==> src/rtl/keypad_scan_ctrl.sv <==
// 4x4 keypad scanner: rotates one active-low row, debounces the first low column found,
// and reports one key_valid pulse per accepted press while key_held tracks the key.
module keypad_scan_ctrl #(
  parameter logic [15:0] ROW_DWELL  = 16'd250,
  parameter logic [7:0]  DEB_CYCLES = 8'd125
) (
  input  logic       clk,
  input  logic       rst,
  input  logic [3:0] col_n,
  output logic [3:0] row_n,
  output logic [3:0] key_code,
  output logic       key_valid,
  output logic       key_held
);

  typedef enum logic [1:0] {SCAN, DEB_PRESS, HELD, DEB_RELEASE} state_t;

  state_t      state_q, state_d;
  logic [3:0]  col_meta_q, col_s_q;
  logic [1:0]  row_q, row_d;
  logic [1:0]  col_q, col_d;
  logic [15:0] dwell_q, dwell_d;
  logic [7:0]  deb_q, deb_d;
  logic [3:0]  key_code_q, key_code_d;
  logic        key_valid_q, key_valid_d;
  logic        key_held_q, key_held_d;

  logic        dwell_last;
  logic        deb_last;
  logic        col_low;
  logic [1:0]  low_idx;

  assign dwell_last = (dwell_q == ROW_DWELL - 16'd1);
  assign deb_last   = (deb_q == DEB_CYCLES - 8'd1);
  assign col_low    = ~col_s_q[col_q];

  // Lowest-indexed low column wins when several keys share the driven row.
  always_comb begin
    low_idx = 2'd0;
    if (!col_s_q[0])      low_idx = 2'd0;
    else if (!col_s_q[1]) low_idx = 2'd1;
    else if (!col_s_q[2]) low_idx = 2'd2;
    else if (!col_s_q[3]) low_idx = 2'd3;
  end

  always_comb begin
    state_d     = state_q;
    row_d       = row_q;
    col_d       = col_q;
    dwell_d     = dwell_q;
    deb_d       = deb_q;
    key_code_d  = key_code_q;
    key_valid_d = 1'b0;
    key_held_d  = key_held_q;

    case (state_q)
      SCAN: begin
        // Columns are only trusted on the final dwell cycle, after the row has settled.
        if (!dwell_last) begin
          dwell_d = dwell_q + 16'd1;
        end else if (col_s_q == 4'hF) begin
          row_d   = row_q + 2'd1;
          dwell_d = 16'd0;
        end else begin
          col_d   = low_idx;
          deb_d   = 8'd0;
          state_d = DEB_PRESS;
        end
      end
      DEB_PRESS: begin
        if (!col_low) begin
          dwell_d = 16'd0;
          state_d = SCAN;
        end else if (deb_last) begin
          key_valid_d = 1'b1;
          key_code_d  = {row_q, col_q};
          key_held_d  = 1'b1;
          state_d     = HELD;
        end else begin
          deb_d = deb_q + 8'd1;
        end
      end
      HELD: begin
        if (!col_low) begin
          deb_d   = 8'd0;
          state_d = DEB_RELEASE;
        end
      end
      DEB_RELEASE: begin
        if (col_low) begin
          state_d = HELD;
        end else if (deb_last) begin
          row_d      = row_q + 2'd1;
          dwell_d    = 16'd0;
          key_held_d = 1'b0;
          state_d    = SCAN;
        end else begin
          deb_d = deb_q + 8'd1;
        end
      end
      default: state_d = SCAN;
    endcase
  end

  always_ff @(posedge clk) begin
    if (rst) begin
      state_q     <= SCAN;
      col_meta_q  <= 4'hF;
      col_s_q     <= 4'hF;
      row_q       <= 2'd0;
      col_q       <= 2'd0;
      dwell_q     <= 16'd0;
      deb_q       <= 8'd0;
      key_code_q  <= 4'h0;
      key_valid_q <= 1'b0;
      key_held_q  <= 1'b0;
    end else begin
      state_q     <= state_d;
      col_meta_q  <= col_n;
      col_s_q     <= col_meta_q;
      row_q       <= row_d;
      col_q       <= col_d;
      dwell_q     <= dwell_d;
      deb_q       <= deb_d;
      key_code_q  <= key_code_d;
      key_valid_q <= key_valid_d;
      key_held_q  <= key_held_d;
    end
  end

  assign row_n     = ~(4'b0001 << row_q);
  assign key_code  = key_code_q;
  assign key_valid = key_valid_q;
  assign key_held  = key_held_q;

endmodule

==> config.mk <==
export PLATFORM = sky130hd
export DESIGN_NAME = keypad_scan_ctrl
export DESIGN_NICKNAME = d
export VERILOG_FILES = /design/src/rtl/keypad_scan_ctrl.sv
export SDC_FILE = /design/constraint.sdc
export NUM_CORES = 1
export LEC_CHECK = 0
export BUFFER_PORTS_ARGS = -buffer_cell sky130_fd_sc_hd__buf_2
export CELL_PAD_IN_SITES_DETAIL_PLACEMENT = 0
export CELL_PAD_IN_SITES_GLOBAL_PLACEMENT = 2
export CORE_MARGIN = 2
export CORE_UTILIZATION = 40
export CTS_BUF_LIST = sky130_fd_sc_hd__clkbuf_16
export DETAILED_ROUTE_END_ITERATION = 12
export PLACE_DENSITY = 0.83
export SKIP_CTS_REPAIR_TIMING = 1
export SLEW_MARGIN = 20
export SYNTH_ARGS = -nofsm -noshare
export SYNTH_HDL_FRONTEND = slang
export SYNTH_SLANG_ARGS = --single-unit
==> constraint.sdc <==
create_clock -name clk -period 4.8 [get_ports clk]
set_input_delay 0.96 -clock clk [delete_from_list [all_inputs] [get_ports clk]]
set_output_delay 0.96 -clock clk [all_outputs]
set_load 0.005 [all_outputs]
==> flow_metrics.tcl, run 1 <==
set metrics [dict create \
    antenna_found_initial 0 \
    fp.dieW_um 81.84 \
    final_cells 369 \
    crit_path_end_kind "flop" \
    via_per_inst 5.631 \
    maxCapViolations 0 \
    avgSynthCellArea_sq_um 8.504 \
    synth_edf_count 0 \
    rows 28 \
    leakagePower_nw 0.9317 \
    p_sw_mw 0.1714 \
    cts_root_buf "clkbuf_16" \
    finalSetupTns_ns 0 \
    wl_um 5608 \
    initial_utilization 0.4118 \
    r2r_start "dwell_q[0]" \
    clkPwrFrac 0.452 \
    drc 0 \
    netlist_instances 285 \
    synth_warnings 0 \
    use_met1 0.2633 \
    crit_arrival_ns 2.82 \
    met3_usage 0.03626 \
    r2r-end "dwell_q[13]" \
    track_usage 0.1816 \
    dr.first_iter.drc_count 163 \
    cts_buffer_depth 2 \
    min_to "col_s_q[1]" \
    cp_max_fo 10 \
    min_period_over_period 0.5511 \
    path_class "flop to flop" \
    final_nets 307 \
    post-route-min-period_ns 2.645 \
    die_h_um 81.84 \
    clk_pin_slew_ns 0.06 \
    p_int_mw 0.5747 \
    htree_levels 2 \
    cts_tree "done" \
    grt_max_degree 42 \
    hold_start "col_meta_q[1]" \
    grt-busiest-layer "met2" \
    grt_overflow 0 \
    clock_latency_ns 0.29 \
    synth_top_area_share 0.3634 \
    hpwl_um 3728 \
    synth_cell_type_count 55 \
    dr_total_vias 2078 \
    seq_area_frac_synth 0.3634 \
    fmaxAchievable_mhz 378.0 \
    grt_pass1_wl_um 9294 \
    synthFlopType "dfxtp_1" \
    area_growth_pct 9.138 \
    clkSinkCount 44 \
    hold_class "flop to flop" \
    grt_pass1_vias 1856 \
    dieArea_sq_mm 0.006698 \
    syn_nets 299 \
    powerDensity_mw_per_mm2 282.1 \
    drive_gt1_frac 0.1463 \
    hold_viol 0 \
    globalplace.congestion 0.7757 \
    rsz0062_at_grt "false" \
    cts-buffers-inserted 5 \
    synth_area_leaders "dfxtp_1 (36%), nand2_1 (4.5%), ha_1 (4.1%)" \
    post-place-cells 361 \
    cp.required_ns 4.98 \
    post-synth-top-count-cell "dfxtp_1" \
    syn_area_sq_mm 0.002424 \
    ios 16 \
    coreArea_sq_mm 0.005886 \
    ys_async_sr_fraction 0 \
    ys_top_cells_by_count "dfxtp_1 (44), nand2_1 (29), inv_1 (17), o21ai_0 (17), nand3_1 (14)" \
    outcome "finished, final reports clean" \
    rrSetupSlack_ns 2.15 \
    vdd_drop_max_uv 134.2 \
    ys_ff_latch 44 \
    swShare 0.2298 \
    finalSetupViolations 0 \
    ant_nets 0 \
    reg2regPathDepth 6 \
    p_total_mw 0.7461 \
    timing.slew.headroom 0.3293 \
    io_buffers 15 \
    seqPwrFrac 0.505 \
    synth_area_leader_cell "dfxtp_1" \
    worst_pin_slew_ns 1.003 \
    diodes 0 \
    finClkSkew_ns 0.003494 \
    slew_viol_final 0 \
    routedWlPerCell_um 15.20 \
    worstHoldPathCells 1 \
    use_met2 0.2699 \
    worstSetupStartpointType "flop" \
    first_pass_iters 6 \
    pwr-share-comb 0.043 \
]
==> stage by stage <==
step / cell area, sq um / util / setup slack [ns] / hold WS, ns
floorplan: 2424 / - / 2.670 / 0.3895
global placement: 2501 / 0.4250 / 2.138 / 0.3902
detailed placement: 2501 / 0.4250 / 2.110 / 0.3947
CTS: 2645 / 0.4494 / 2.165 / 0.4109
global route: 2645 / 0.4494 / 1.906 / 0.4232
finish: 2645 / 0.4494 / 2.155 / 0.4094
==> how the worst max path moves through the flow <==
stage             endpoint        from  slack, ns  depth (start not counted)
2_1_floorplan     deb_q[1]    col_q[0]       2.67                          7
3_3_place_gp   dwell_q[14]         rst       2.14                          5
3_5_place_dp   dwell_q[14]         rst       2.11                          5
4_1_cts         dwell_q[7]  dwell_q[0]       2.16                          6
5_1_grt        dwell_q[13]  dwell_q[2]       1.91                          5
6_report       dwell_q[13]  dwell_q[0]       2.15                          6
==> kinds of logic (layout without fill, tap and decap cells) <==
logic type      count (synthesis)  in the layout  synth area share
compound gates                 68             68            0.1957
xor+xnor                        3              3           0.01084
fa+ha+maj                       8              8           0.04130
buf+inv                        31             40           0.06402
flops                          44             44            0.3634
mux                             6              6           0.02994
simple gates                  125            125            0.2948
==> area by class of cell <==
| class | count | area, sq um |
|---|---|---|
| repair buffers | 15 | 75.07 |
| multi-input cells | 210 | 1388 |
| clock buffers | 5 | 125.1 |
| fillers | 605 | 3241 |
| inverters | 17 | 63.81 |
| flip-flops and latches | 44 | 880.8 |
| clock inverters | 3 | 18.77 |
| well taps | 75 | 93.84 |
==> per-layer routing <==
layer	share of wire	vias to the layer above
met2	0.42	43
met4	0.013	0
met3	0.041	7
met5	0	-
li1	-	1078
met1	0.52	950
==> state kept, by name, indices dropped and copies added (netlist names), named ones only <==
signal      cells
col_meta_q      4
col_q           2
col_s_q         4
deb_q           8
dwell_q        16
key_code        4
key_held        1
key_valid       1
row_q           2
state_q         1
==> power groups by stage <==
stage / logic, mW / registers (mW) / clock network (mW)
3_3_place_gp: 0.0328 / 0.385 / 0
6_report: 0.0322 / 0.377 / 0.337
5_1_grt: 0.0361 / 0.378 / 0.359
3_5_place_dp: 0.0324 / 0.385 / 0
2_1_floorplan: 0.0263 / 0.383 / 0
4_1_cts: 0.0326 / 0.377 / 0.347
==> worst max-delay path, stage by stage, from the launching register on <==
cell and delay (ns):
dfxtp_1 0.43, ha_1 0.20, nor4b_1 0.45, nand4_1 0.17
nor4b_2 0.86, o311ai_0 0.30, o41ai_1 0.13
==> cell usage in the layout (no fill, tap or decap), types with 2 or more instances in the layout <==
cell,count
dfxtp_1,44
nand2_1,29
inv_1,17
o21ai_0,17
buf_2,15
nand3_1,14
nor3_1,13
a21oi_1,13
nand4_1,12
nor2_1,12
or2_2,11
ha_1,8
nor4_1,5
a31oi_1,5
mux2i_1,5
o31ai_1,5
clkbuf_16,5
nand4b_1,4
or4_1,4
o311ai_0,4
and4_1,4
o2bb2ai_1,4
nand2b_1,3
o41ai_1,3
a211o_1,3
and4b_2,2
a41oi_1,2
o211a_1,2
a211oi_1,2
xnor2_1,2
clkinvlp_4,2
Note: power is estimated with default switching activity, not from simulation.
==> inputs of run 2 (changes only) <==
CORE_UTILIZATION = 37   (was 40)
PLACE_DENSITY = 0.77   (was 0.83)
clock period = 2.75 ns   (was 4.8 ns; I/O delays follow)
==> flow_metrics.tcl, run 2 (synthesis results as in run 1) <==
set metrics [dict create \
    outcome "finished, final reports clean" \
    grt_overflow 0 \
    leakagePower_nw 0.9958 \
    routedWlPerCell_um 15.32 \
    cp-startpoint "deb_q[0]" \
    dr_total_vias 2131 \
    critPathSlowestCell "or4_1" \
    largest_register "dwell_q" \
    final_common_cell "dfxtp_1" \
    r2r-end "dwell_q[1]" \
    initial_utilization 0.3817 \
    top_regs "dwell_q x16, deb_q x8" \
    cts_buffer_depth 2 \
    post-route-min-period_ns 2.372 \
    die_h_um 84.94 \
    worst_pin_slew_ns 0.7606 \
    vdd_drop_max_uv 280.4 \
    cts_tree "done" \
    final_core_util 0.4319 \
    crit_chain "inv_1 -> ha_1 -> nand4b_1 -> o31ai_4 -> nand2_1 -> or4_1 -> a21oi_1" \
    most-common-layout-cells "dfxtp_1 (44), nand2_1 (29), inv_1 (17), o21ai_0 (17), buf_2 (15)" \
    largest_reg_flops 16 \
    multi_input_area_sq_mm 0.001388 \
    rsz0062_at_grt "false" \
    crit_cells 7 \
    via_per_inst 5.608 \
    crit_path_end_kind "flop" \
    fill_cells 627 \
    crit_arrival_ns 2.59 \
    min_period_over_period 0.8625 \
    ant_nets 0 \
    reg2regPathDepth 7 \
    wl_um 5820 \
    slew_viol_final 0 \
    hold_viol 0 \
    hold_class "flop to flop" \
    diodes 0 \
    dr.first_iter.drc_count 96 \
    area_growth_pct 13.16 \
    cts_root_buf "clkbuf_16" \
    worstHoldPathCells 1 \
    worstSetupStartpointType "flop" \
    r2r_start "deb_q[0]" \
    first_pass_iters 4 \
    clkSinkCount 44 \
    dieArea_sq_mm 0.007214 \
    globalplace.congestion 0.7739 \
    path_buf_inv 1 \
    clk_pin_slew_ns 0.07 \
    drive_gt1_frac 0.1749 \
    finalSetupViolations 0 \
    grt_pass1_vias 1991 \
    path_delay_family "simple AND/OR/NAND/NOR gates" \
    finalSetupTns_ns 0 \
    drc 0 \
    cp.required_ns 2.97 \
    timing.slew.headroom 0.4907 \
    final_nets 316 \
    cts-buffers-inserted 5 \
    clock_latency_ns 0.29 \
    crit_path_max_incr_delay_ns 0.58 \
    coreArea_sq_mm 0.006350 \
    fmaxAchievable_mhz 421.6 \
    cp-endpoint "dwell_q[1]" \
    powerDensity_mw_per_mm2 516.4 \
    ios 16 \
    maxCapViolations 0 \
    grt_pass1_wl_um 9922 \
    hpwl_um 3950 \
    register_area_sq_um 880.8 \
    grt_max_degree 41 \
    htree_levels 2 \
    path_class "flop to flop" \
    cp_max_fo 13 \
    fp.dieW_um 84.94 \
    io_buffers 15 \
    finClkSkew_ns 0.005614 \
    rrSetupSlack_ns 0.38 \
    track_usage 0.1683 \
    antenna_found_initial 0 \
    rows 29 \
]
==> run 2: metrics by stage <==
stage	hold WS [ns]	total power [mW]	std cells	instance area, sq um	setup WS (ns)
detailed placement	0.3948	0.7313	372	2571	0.4095
floorplan	0.3895	0.7140	285	2424	0.6199
global placement	0.3926	0.7317	372	2571	0.4565
finish	0.4091	1.416	380	2743	0.3782
global route	0.4198	1.466	380	2743	0.1700
CTS	0.4115	1.442	380	2743	0.3828
==> run 2: cell type report <==
cell class                      instances  share of cell area
Clock inverter                          3             0.01688
Inverter                               17             0.02327
Sequential cell                        44              0.3212
Tap cell                               77             0.03513
Clock buffer                            5             0.04562
Timing Repair Buffer                   24             0.05201
Multi-Input combinational cell        210              0.5059
==> run 2: how the worst min path moves through the flow <==
stage | from | end | slack, ns
after floorplan | col_meta_q[0] | col_s_q[0] | 0.39
after global placement | col_meta_q[0] | col_s_q[0] | 0.39
after detailed placement | col_meta_q[0] | col_s_q[0] | 0.39
after CTS | col_meta_q[2] | col_s_q[2] | 0.41
after global routing | col_meta_q[2] | col_s_q[2] | 0.42
final | col_meta_q[0] | col_s_q[0] | 0.41
==> run 2: metal layers <==
layer	GRT usage	part of all wire
met5	0	0
met4	0.03896	0.0098
met3	0.03210	0.034
met2	0.2598	0.43
met1	0.2440	0.53
==> run 2: report_power, final <==
| group | switching [mW] | internal (mW) | total (mW) |
|---|---|---|---|
| sequential | 0.0102 | 0.648 | 0.658 |
| combinational | 0.0357 | 0.0230 | 0.0587 |
| clock | 0.268 | 0.432 | 0.700 |
| total | 0.314 | 1.10 | 1.42 |
==> run 2: worst register-to-register path, delay by kind of cell (launching register included) <==
kind                       cells  cell delay, ns
and+or+nand+nor                3            1.10
AOI/OAI and AO/OA              2            0.59
DFF                            1            0.34
adders and majority gates      1            0.16
buffers and inverters          1            0.09
